### src/rtl/vga_timing_pkg.sv
// Shared raster timing defaults and position type for the display path.
package vga_timing_pkg;

  localparam int unsigned H_ACTIVE = 640;
  localparam int unsigned H_FP     = 16;
  localparam int unsigned H_SYNC   = 96;
  localparam int unsigned H_BP     = 48;
  localparam int unsigned H_TOTAL  = H_ACTIVE + H_FP + H_SYNC + H_BP;

  localparam int unsigned V_ACTIVE = 480;
  localparam int unsigned V_FP     = 10;
  localparam int unsigned V_SYNC   = 2;
  localparam int unsigned V_BP     = 33;
  localparam int unsigned V_TOTAL  = V_ACTIVE + V_FP + V_SYNC + V_BP;

  localparam int unsigned HS_START = H_ACTIVE + H_FP;
  localparam int unsigned HS_END   = HS_START + H_SYNC;
  localparam int unsigned VS_START = V_ACTIVE + V_FP;
  localparam int unsigned VS_END   = VS_START + V_SYNC;

  localparam int unsigned POS_W    = 10;

  typedef logic [POS_W-1:0] pos_t;

endpackage

### src/rtl/vga_sync_delay.sv
// DEPTH-stage shift register for {hs,vs}; idles high, pass-through at DEPTH 0.
module vga_sync_delay #(
  parameter int unsigned DEPTH = 1
) (
  input  logic       clk,
  input  logic       reset,
  input  logic [1:0] sync_in,
  output logic [1:0] sync_out
);

  generate
    if (DEPTH == 0) begin : g_pass
      logic unused_pass;
      assign unused_pass = &{1'b0, clk, reset};
      assign sync_out    = sync_in;
    end else begin : g_pipe
      logic [1:0] stage [DEPTH];

      // Shift sync levels down the pipe; reset flushes every stage to inactive.
      always_ff @(posedge clk) begin
        if (reset) begin
          for (int unsigned i = 0; i < DEPTH; i++) stage[i] <= '1;
        end else begin
          stage[0] <= sync_in;
          for (int unsigned i = 1; i < DEPTH; i++) stage[i] <= stage[i-1];
        end
      end

      assign sync_out = stage[DEPTH-1];
    end
  endgenerate

endmodule

### src/rtl/vga_timing_gen.sv
// Raster timing generator: scan position, active-video flag, sync pulses,
// line/frame strobes and a frame counter, all registered.
module vga_timing_gen
  import vga_timing_pkg::*;
#(
  parameter int unsigned H_ACTIVE   = vga_timing_pkg::H_ACTIVE,
  parameter int unsigned H_FP       = vga_timing_pkg::H_FP,
  parameter int unsigned H_SYNC     = vga_timing_pkg::H_SYNC,
  parameter int unsigned H_BP       = vga_timing_pkg::H_BP,
  parameter int unsigned V_ACTIVE   = vga_timing_pkg::V_ACTIVE,
  parameter int unsigned V_FP       = vga_timing_pkg::V_FP,
  parameter int unsigned V_SYNC     = vga_timing_pkg::V_SYNC,
  parameter int unsigned V_BP       = vga_timing_pkg::V_BP,
  parameter int unsigned SYNC_DELAY = 1,
  parameter int unsigned FC_W       = 8
) (
  input  logic            vga_clk,
  input  logic            reset,
  output logic [9:0]      DrawX,
  output logic [9:0]      DrawY,
  output logic            blank,
  output logic            hs,
  output logic            vs,
  output logic            line_start,
  output logic            frame_start,
  output logic [FC_W-1:0] frame_count
);

  localparam int unsigned HT = H_ACTIVE + H_FP + H_SYNC + H_BP;
  localparam int unsigned VT = V_ACTIVE + V_FP + V_SYNC + V_BP;

  localparam pos_t H_LAST = pos_t'(HT - 1);
  localparam pos_t V_LAST = pos_t'(VT - 1);
  localparam pos_t H_ACT  = pos_t'(H_ACTIVE);
  localparam pos_t V_ACT  = pos_t'(V_ACTIVE);
  localparam pos_t HS_S   = pos_t'(H_ACTIVE + H_FP);
  localparam pos_t HS_E   = pos_t'(H_ACTIVE + H_FP + H_SYNC);
  localparam pos_t VS_S   = pos_t'(V_ACTIVE + V_FP);
  localparam pos_t VS_E   = pos_t'(V_ACTIVE + V_FP + V_SYNC);
  localparam pos_t ONE    = pos_t'(1);
  localparam logic [FC_W-1:0] FC_ONE = FC_W'(1);

  if (HT > 1024) begin : g_bad_h
    $error("vga_timing_gen: H_TOTAL exceeds 1024");
  end
  if (VT > 1024) begin : g_bad_v
    $error("vga_timing_gen: V_TOTAL exceeds 1024");
  end
  if (SYNC_DELAY > 3) begin : g_bad_d
    $error("vga_timing_gen: SYNC_DELAY must be 0..3");
  end

  pos_t hc, vc, hc_next, vc_next;
  logic blank_next, ls_next, fs_next, hsr_next, vsr_next;
  logic hs_raw, vs_raw;
  logic [1:0] sync_d;

  // Next position and its decode; registering the decode together with the
  // counters keeps every flag aligned with DrawX/DrawY.
  always_comb begin
    hc_next = hc + ONE;
    vc_next = vc;
    if (hc == H_LAST) begin
      hc_next = '0;
      vc_next = (vc == V_LAST) ? pos_t'(0) : vc + ONE;
    end
    blank_next = (hc_next < H_ACT) && (vc_next < V_ACT);
    ls_next    = (hc_next == '0);
    fs_next    = (hc_next == '0) && (vc_next == '0);
    hsr_next   = !((hc_next >= HS_S) && (hc_next < HS_E));
    vsr_next   = !((vc_next >= VS_S) && (vc_next < VS_E));
  end

  // Position counters and registered decode; reset parks at the last pixel.
  always_ff @(posedge vga_clk) begin
    if (reset) begin
      hc          <= H_LAST;
      vc          <= V_LAST;
      blank       <= 1'b0;
      hs_raw      <= 1'b1;
      vs_raw      <= 1'b1;
      line_start  <= 1'b0;
      frame_start <= 1'b0;
      frame_count <= '0;
    end else begin
      hc          <= hc_next;
      vc          <= vc_next;
      blank       <= blank_next;
      hs_raw      <= hsr_next;
      vs_raw      <= vsr_next;
      line_start  <= ls_next;
      frame_start <= fs_next;
      if (fs_next) frame_count <= frame_count + FC_ONE;
    end
  end

  vga_sync_delay #(
    .DEPTH (SYNC_DELAY)
  ) u_sync_delay (
    .clk      (vga_clk),
    .reset    (reset),
    .sync_in  ({hs_raw, vs_raw}),
    .sync_out (sync_d)
  );

  assign hs    = sync_d[1];
  assign vs    = sync_d[0];
  assign DrawX = hc;
  assign DrawY = vc;

endmodule

### config.mk
export PLATFORM = sky130hd
export DESIGN_NAME = vga_timing_gen
export DESIGN_NICKNAME = d
export VERILOG_FILES = /design/src/rtl/vga_timing_pkg.sv /design/src/rtl/vga_sync_delay.sv /design/src/rtl/vga_timing_gen.sv
export SDC_FILE = /design/constraint.sdc
export NUM_CORES = 1
export LEC_CHECK = 0
export ABC_AREA = 1
export CAP_MARGIN = 10
export CORE_ASPECT_RATIO = 0.6
export CORE_UTILIZATION = 45
export DETAILED_ROUTE_END_ITERATION = 10
export PLACE_DENSITY = 0.8
export SKIP_CTS_REPAIR_TIMING = 1
export SKIP_LAST_GASP = 1
export SLEW_MARGIN = 20
export SYNTH_ARGS = -nofsm -noshare
export SYNTH_HDL_FRONTEND = slang
export SYNTH_SLANG_ARGS = --single-unit
### constraint.sdc
create_clock -name vga_clk -period 1.73 [get_ports vga_clk]
set_clock_uncertainty 0.1 [all_clocks]
set_input_delay 0.519 -clock vga_clk [delete_from_list [all_inputs] [get_ports vga_clk]]
set_output_delay 0.519 -clock vga_clk [all_outputs]
set_load 0.005 [all_outputs]
==> results of run 1 <==
## cells in the final DEF, fill, tap and decap left out, drive strengths merged, types with 6 or more instances in the layout
cell type / count
inv: 31
dlymetal6s2s: 27
nand4: 15
o21ai: 6
nand3: 24
buf: 65
nor2: 33
dfxtp: 35
nand2: 88
clkbuf: 6
clkdlybuf4s50: 7
a21oi: 14
## logic make-up after synthesis
| kind of cell | count (synthesis) |
|---|---|
| adder cells (fa/ha/maj) | 4 |
| AND/OR/NAND/NOR | 165 |
| XOR/XNOR | 8 |
| AO/OA/AOI/OAI | 23 |
| buffers and inverters | 36 |
| flip-flops | 35 |
## stage by stage
| step | instances | power (mW) | worst slack (ps) |
|---|---|---|---|
| 3_3_place_gp | 420 | 3.59 | -303 |
| 6_report | 438 | 4.83 | -487 |
| 2_1_floorplan | 271 | 2.50 | -154 |
| 4_1_cts | 428 | 4.28 | -358 |
| 3_5_place_dp | 420 | 3.67 | -327 |
| 5_1_grt | 438 | 5.06 | -570 |
## flip-flops by register name, indices dropped and copies added, names as in the netlist
register,cells
DrawY,10
blank,1
frame_count,8
vs_raw,1
line_start,1
u_sync_delay.g_pipe.stage,2
frame_start,1
hs_raw,1
DrawX,10
## critical path: cells and delay by family (launching register included)
kind                       cells  cell delay [ps]
and+or+nand+nor               10             1430
adders and majority gates      1              140
DFF                            1              360
AOI/OAI and AO/OA              1               60
## metal layers
| layer | vias to the layer above | wire, um | global-route usage (%) |
|---|---|---|---|
| met5 | - | 0 | 0 |
| met4 | 0 | 187 | 7.26 |
| met3 | 28 | 663 | 6.13 |
| met2 | 148 | 3270 | 40.1 |
| met1 | 1098 | 3110 | 38.2 |
| li1 | 1096 | - | - |
## how the worst min path moves through the flow
stage | cells past startpoint | start | endpoint
floorplan | 1 | vs_raw | u_sync_delay.g_pipe.stage[0][0]
global placement | 1 | hs_raw | u_sync_delay.g_pipe.stage[0][1]
detailed placement | 1 | hs_raw | u_sync_delay.g_pipe.stage[0][1]
CTS | 1 | hs_raw | u_sync_delay.g_pipe.stage[0][1]
global route | 1 | hs_raw | u_sync_delay.g_pipe.stage[0][1]
finish | 1 | hs_raw | u_sync_delay.g_pipe.stage[0][1]
## report_power, final
group	total [mW]	internal [mW]	leakage, nW	switching, mW
clock	0.608	0.282	0.0412	0.326
sequential	1.09	0.976	0.290	0.113
combinational	3.13	1.34	1.40	1.79
## layout make-up
type	instances	area (um^2)
timing repair buffer	99	920
inverter	32	120
sequential	35	748
clock inverter	2	12.5
multi-input combinational	204	1370
fill	266	897
tap	60	75.1
clock buffer	6	72.6
==> reports/results.txt, run 1 <==
Top cell type's share of synthesized area -> 34.5%
FF+latch count, synth -> 35
# IOs -> 35
R2r endpoint -> frame_count[2]
Number of synthesized flops with an enable pin -> 0
Wire per inst -> 16.5 um
Unrepaired setup endpoints after global routing -> true
Synthesized area -> 2030 um^2
CTS tree -> done
Setup Total Neg Slack -> -5780 ps
CP cell instances -> ha_4 -> nand2_4 -> nor2_8 -> nand3_2 -> nand2_2 -> nand2_1 -> nor2_2 -> nand2_4 -> nor2_8 -> nand3_4 -> nand2_1 -> a21oi_1
Worst setup margin -> -487 ps
WP data required -> 1820 ps
DPL Wire Length -> 4.41 mm
Initial antenna violation count -> 0
Hold Crit Class -> flop to flop
Antenna viol nets, final -> 0
Antenna cells -> 0
Most common cell in the netlist -> nand2_1
Post-synth top area cell -> dfxtp_1
Critical path class -> flop to flop
First-pass GRT wire length -> 9.29 mm
PD cells -> 1460 nW/um^2
Via count -> 2370
Total die area -> 4800 um^2
Synth Area in Simple Gates -> 45.6%
Crit path capture type -> flop
Peak VDD IR -> 1.01 mV
Clk sinks -> 35
H-tree depth -> 2
Worst Setup SP -> DrawX[0]
Synth Area in Adders -> 2.46%
CP Max Fanout -> 8
# DRC -> 0
# rows -> 18
Drt via density -> 5.41
Initial Util -> 48.2%
Final hold viol count -> 0
End point of the critical path -> frame_count[2]
Max-Cap Viols -> 0
Final-report setup violation count -> 22
Crit path DAT -> 2310 ps
Fraction of synthesized cell area in xor and xnor cells -> 3.45%
CTS buffer count -> 5
Total Wirelength -> 7.23 mm
GPL Wtd Cong -> 0.953
Lkg Pwr -> 1.74 nW
Clk root buf -> clkbuf_8
Area delta synth->final -> 63.1%
Largest family of logic cells by synthesized area -> simple AND/OR/NAND/NOR gates
Mapped Cells -> 271
Slew HR -> 75.4%
Final Util -> 78.7%
IO Port Bufs -> 34
All-Layer GR Usage -> 26.7%
Fmax -> 451 MHz
Yosys warning count -> 0
Pin count of the biggest net entering global routing -> 13
Total gr overflow -> 0
Total core area -> 4210 um^2
Synth cell count leaders -> nand2_1 (74), dfxtp_1 (35), inv_1 (26), nor2_1 (18)
Worst skew pair latency -> 300 ps
Worst r2r src -> DrawX[0]
Synth top area cells -> dfxtp_1 (34%), nand2_1 (14%), inv_1 (4.8%), nand4_1 (4.6%), nor2_8 (3.9%)
Share of flip-flops with an asynchronous set or reset -> 0%
Synth cell types -> 31
Final-stage net count -> 383
Layout cells sized above 1 -> 45.0%
Synthesized-area fraction occupied by ao, oa, aoi and oai cells -> 6.77%
Period Utilization, post-route -> 128%
First DRT Iteration DRCs -> 298
Ys flop type -> dfxtp_1
R2r worst-path depth -> 12
Area after DPL -> 2910 um^2
Crit path largest cell delay -> 360 ps
Max clock buf depth -> 2
DRT Pass-1 Iters -> 5
Vias in the first global route -> 1949
Syn avg cell area -> 7.50 um^2
Failing checks -> setup timing
Post-Syn Nets -> 277
Final Critical Period -> 2220 ps
Post-synthesis mux area share -> 0%
Clock Pin Slew Worst Setup and Hold Paths -> 80 ps
Reg2reg setup slack -> -490 ps
Final Cell Area -> 3310 um^2
Die Y -> 54.1 um
Width of the die -> 88.8 um
Pins over their slew limit -> 0
Slowest CP cell -> dfxtp_4
Post-synthesis sequential area ratio -> 34.5%
Critical path launch point type -> flop
Worst Tran Pin Value -> 368 ps
Hold slack -> 311 ps
Status -> complete, but fails checks
No activity file was read; power rests on OpenSTA's default activity.
==> run 2, diff against run 1 <==
--- a/config.mk
+++ b/config.mk
@@ -9,11 +9,13 @@
 export CAP_MARGIN = 10
 export CORE_ASPECT_RATIO = 0.6
 export CORE_UTILIZATION = 45
+export CTS_CLUSTER_DIAMETER = 100
 export DETAILED_ROUTE_END_ITERATION = 10
-export PLACE_DENSITY = 0.8
+export PLACE_DENSITY = 0.81
 export SKIP_CTS_REPAIR_TIMING = 1
 export SKIP_LAST_GASP = 1
 export SLEW_MARGIN = 20
 export SYNTH_ARGS = -nofsm -noshare
 export SYNTH_HDL_FRONTEND = slang
+export SYNTH_HIERARCHICAL = 1
 export SYNTH_SLANG_ARGS = --single-unit
==> run 2 against run 1 <==
The flow still finishes with violations (setup timing); fmax grew 3.0%; die area shrank 4.7%; power shrank 2.9%; sequential share of layout area grew 0.31 points; global-route usage shrank 0.52 points; sequential cell count is the same; core utilization grew 1.0 points; sequential power is essentially flat; first-iteration DRC count shrank 7.4%; register-to-register slack gained 60 ps; hold slack lost 5.7 ps; critical endpoint is now frame_count[6].
==> reports/results.txt, run 2 <==
Hold Crit Class -> flop to flop
# IOs -> 35 (unchanged)
H-tree depth -> 2 (unchanged)
Post-synthesis sequential area ratio -> 36.2% (+1.8 points)
Most common cell after layout, fill and taps aside -> buf_4
CTS tree -> done
Total core area -> 4120 um^2 (-2.1%)
Drt via density -> 5.45 (+0.73%)
Worst skew pair latency -> 290 ps (about the same)
Die Y -> 52.8 um (-2.4%)
# rows -> 18 (unchanged)
Peak VDD IR -> 1.18 mV (+18%)
Fmax -> 465 MHz (+3.0%)
Non-filler cells, final -> 442 (+0.91%)
Width of the die -> 86.6 um (-2.4%)
First-pass GRT wire length -> 9.05 mm (-2.7%)
Clk root buf -> clkbuf_8
WP data required -> 1830 ps (about the same)
Final Critical Period -> 2150 ps (-65.0 ps)
Initial antenna violation count -> 0 (unchanged)
Buf/Inv on CP -> 3 (+3)
Critical path class -> flop to flop
IO Port Bufs -> 34 (unchanged)
CTS buffer count -> 5 (unchanged)
Most used cell, CP -> nand2_1
Fillers -> 226 (-15%)
Unrepaired setup endpoints after global routing -> true
Most common cell in the netlist -> nand2_1
Vias in the first global route -> 1981 (+1.6%)
Total gr overflow -> 0 (unchanged)
Reg2reg setup slack -> -420 ps (+60 ps)
DPL Wire Length -> 4.33 mm (-1.9%)
Post-synth top area cell -> dfxtp_1
GPL Wtd Cong -> 0.944 (-0.91%)
Total Wirelength -> 6.99 mm (-3.2%)
Post-Syn Nets -> 276 (-0.36%)
Area delta synth->final -> 70.0%
Pin count of the biggest net entering global routing -> 17 (+4)
Max clock buf depth -> 2 (unchanged)
Antenna viol nets, final -> 0 (unchanged)
Crit path DAT -> 2250 ps (-60 ps)
Crit-path leading delay family -> simple AND/OR/NAND/NOR gates
Failing checks -> setup timing
Synth cell count leaders -> nand2_1 (71), dfxtp_1 (35), inv_1 (30), nor2_1 (21), nand3_1 (20)
Period Utilization, post-route -> 124% (-3.8 points)
PD cells -> 1430 nW/um^2 (-2.0%)
Final Cell Area -> 3290 um^2 (-0.87%)
Commonest non-fill, non-tap cells in the layout -> buf_4 (68), nand2_1 (65), dlymetal6s2s_1 (30)
Max-Cap Viols -> 0 (unchanged)
Final hold viol count -> 0 (unchanged)
Hold slack -> 305 ps (-5.70 ps)
Setup Total Neg Slack -> -4230 ps (+1550 ps)
Status -> complete, but fails checks
Synthesized area -> 1930 um^2 (-4.9%)
Placed insts -> 426 (+1.4%)
Dpl ws -> -375 ps (-48.4 ps)
Lkg Pwr -> 1.84 nW (+6.0%)
Synth top area cells -> dfxtp_1 (36%), nand2_1 (14%), inv_1 (5.8%), nand4_1 (5.5%), nand3_1 (5.2%)
Syn avg cell area -> 7.16 um^2 (-4.5%)
FF+latch count, synth -> 35 (unchanged)
Layout cells sized above 1 -> 41.6% (-3.4 points)
Total die area -> 4570 um^2 (-4.7%)
Critical path launch point type -> flop
Clock Pin Slew Worst Setup and Hold Paths -> 70 ps (about the same)
Area after DPL -> 2840 um^2 (-2.4%)
Yosys warning count -> 6 (+6)
Final Util -> 79.7% (+1.0 points)
Synth cell types -> 27 (-13%)
Antenna cells -> 0 (unchanged)
Mapped Cells -> 270 (-0.37%)
Number of synthesized flops with an enable pin -> 0 (unchanged)
Power Total -> 4.69 mW (-2.9%)
First DRT Iteration DRCs -> 276 (-7.4%)
Worst setup margin -> -422 ps (+65.0 ps)
Via count -> 2409 (+1.6%)
Wire per inst -> 15.8 um (-4.1%)
Final-report setup violation count -> 17 (-23%)
Initial Util -> 46.9% (-1.3 points)
All-Layer GR Usage -> 26.2% (-0.52 points)
Final-stage net count -> 389 (+1.6%)
CP Max Fanout -> 6 (-2)
DRT Pass-1 Iters -> 5 (unchanged)
CP cell instances -> nand2_1 -> nor2_4 -> nand2_1 -> nor2_2 -> buf_6 -> buf_6 -> nand2_1 -> nand2_1 -> nand2_2 -> nand2_1 -> inv_1 -> nand2_4 -> nor2_8 -> nand3_4 -> nand2_2 -> a21oi_1
FF/Latch Area -> 752 um^2 (+0.50%)
Multi-input gate area -> 1260 um^2 (-7.4%)
Share of flip-flops with an asynchronous set or reset -> 0% (unchanged)
Top cell type's share of synthesized area -> 36.2% (+1.8 points)
# DRC -> 0 (unchanged)
Crit path largest cell delay -> 330 ps (-30 ps)
Pins over their slew limit -> 0 (unchanged)
Worst Tran Pin Value -> 339 ps (-29.3 ps)
Crit path capture type -> flop
Ys flop type -> dfxtp_1
Slew HR -> 77.3% (+1.8 points)
Slowest CP cell -> dfxtp_1
Clk sinks -> 35 (unchanged)
run 2: cell types whose count changed in the layout (fill, tap and decap cells not counted), moves of 4 or more:
cell | before | now
inv_2 | 6 | 0
inv_1 | 25 | 29
nand2_4 | 8 | 3
nand2_1 | 60 | 65
buf_4 | 61 | 68
run 2: report_power, final:
part	switching (mW)	internal, mW	leakage, nW
logic	1.61	1.43	1.51
clock network	0.275	0.268	0.0371
registers	0.136	0.972	0.293
total	2.02	2.67	1.84
run 2: layout make-up:
class / count / area share, %
Multi-Input combinational cell: 202 / 38.5
Timing Repair Buffer: 108 / 30.5
Sequential cell: 35 / 22.9
Inverter: 31 / 3.62
Tap cell: 60 / 2.28
Clock buffer: 6 / 2.21
run 2: per-layer routing:
layer  track usage, %  routed length (um)  vias to the layer above
li1                 -                   -                     1115
met2             41.3                3260                      146
met5                0                   0                        -
met3             5.20                 585                       32
met1             35.4                2930                     1116
met4             10.0                 221                        0
run 2: tightest hold or removal path, cell delays in order (launching register included):
cell	delay, ps
dfxtp_1	300
inv_1	30
nand2_1	40
run 2: worst paths after layout:
| kind | startpoint | end | cells after the start |
|---|---|---|---|
| max | DrawX[9] | frame_count[6] | 16 |
| max reg2reg | DrawX[9] | frame_count[6] | 16 |
| min | vs_raw | u_sync_delay/g_pipe.stage[0][0] | 2 |
| min reg2reg | vs_raw | u_sync_delay/g_pipe.stage[0][0] | 2 |
run 2: logic make-up (layout without fill, tap and decap cells):
| logic type | Yosys count | in the layout | synth area share [%] |
|---|---|---|---|
| and+or+nand+nor | 165 | 168 | 44.0 |
| buffers and inverters | 36 | 145 | 7.83 |
| DFF | 35 | 35 | 36.2 |
| AOI/OAI and AO/OA | 24 | 24 | 6.60 |
| xor gates and xnor gates | 6 | 6 | 2.72 |
| adders and majority gates | 4 | 4 | 2.59 |
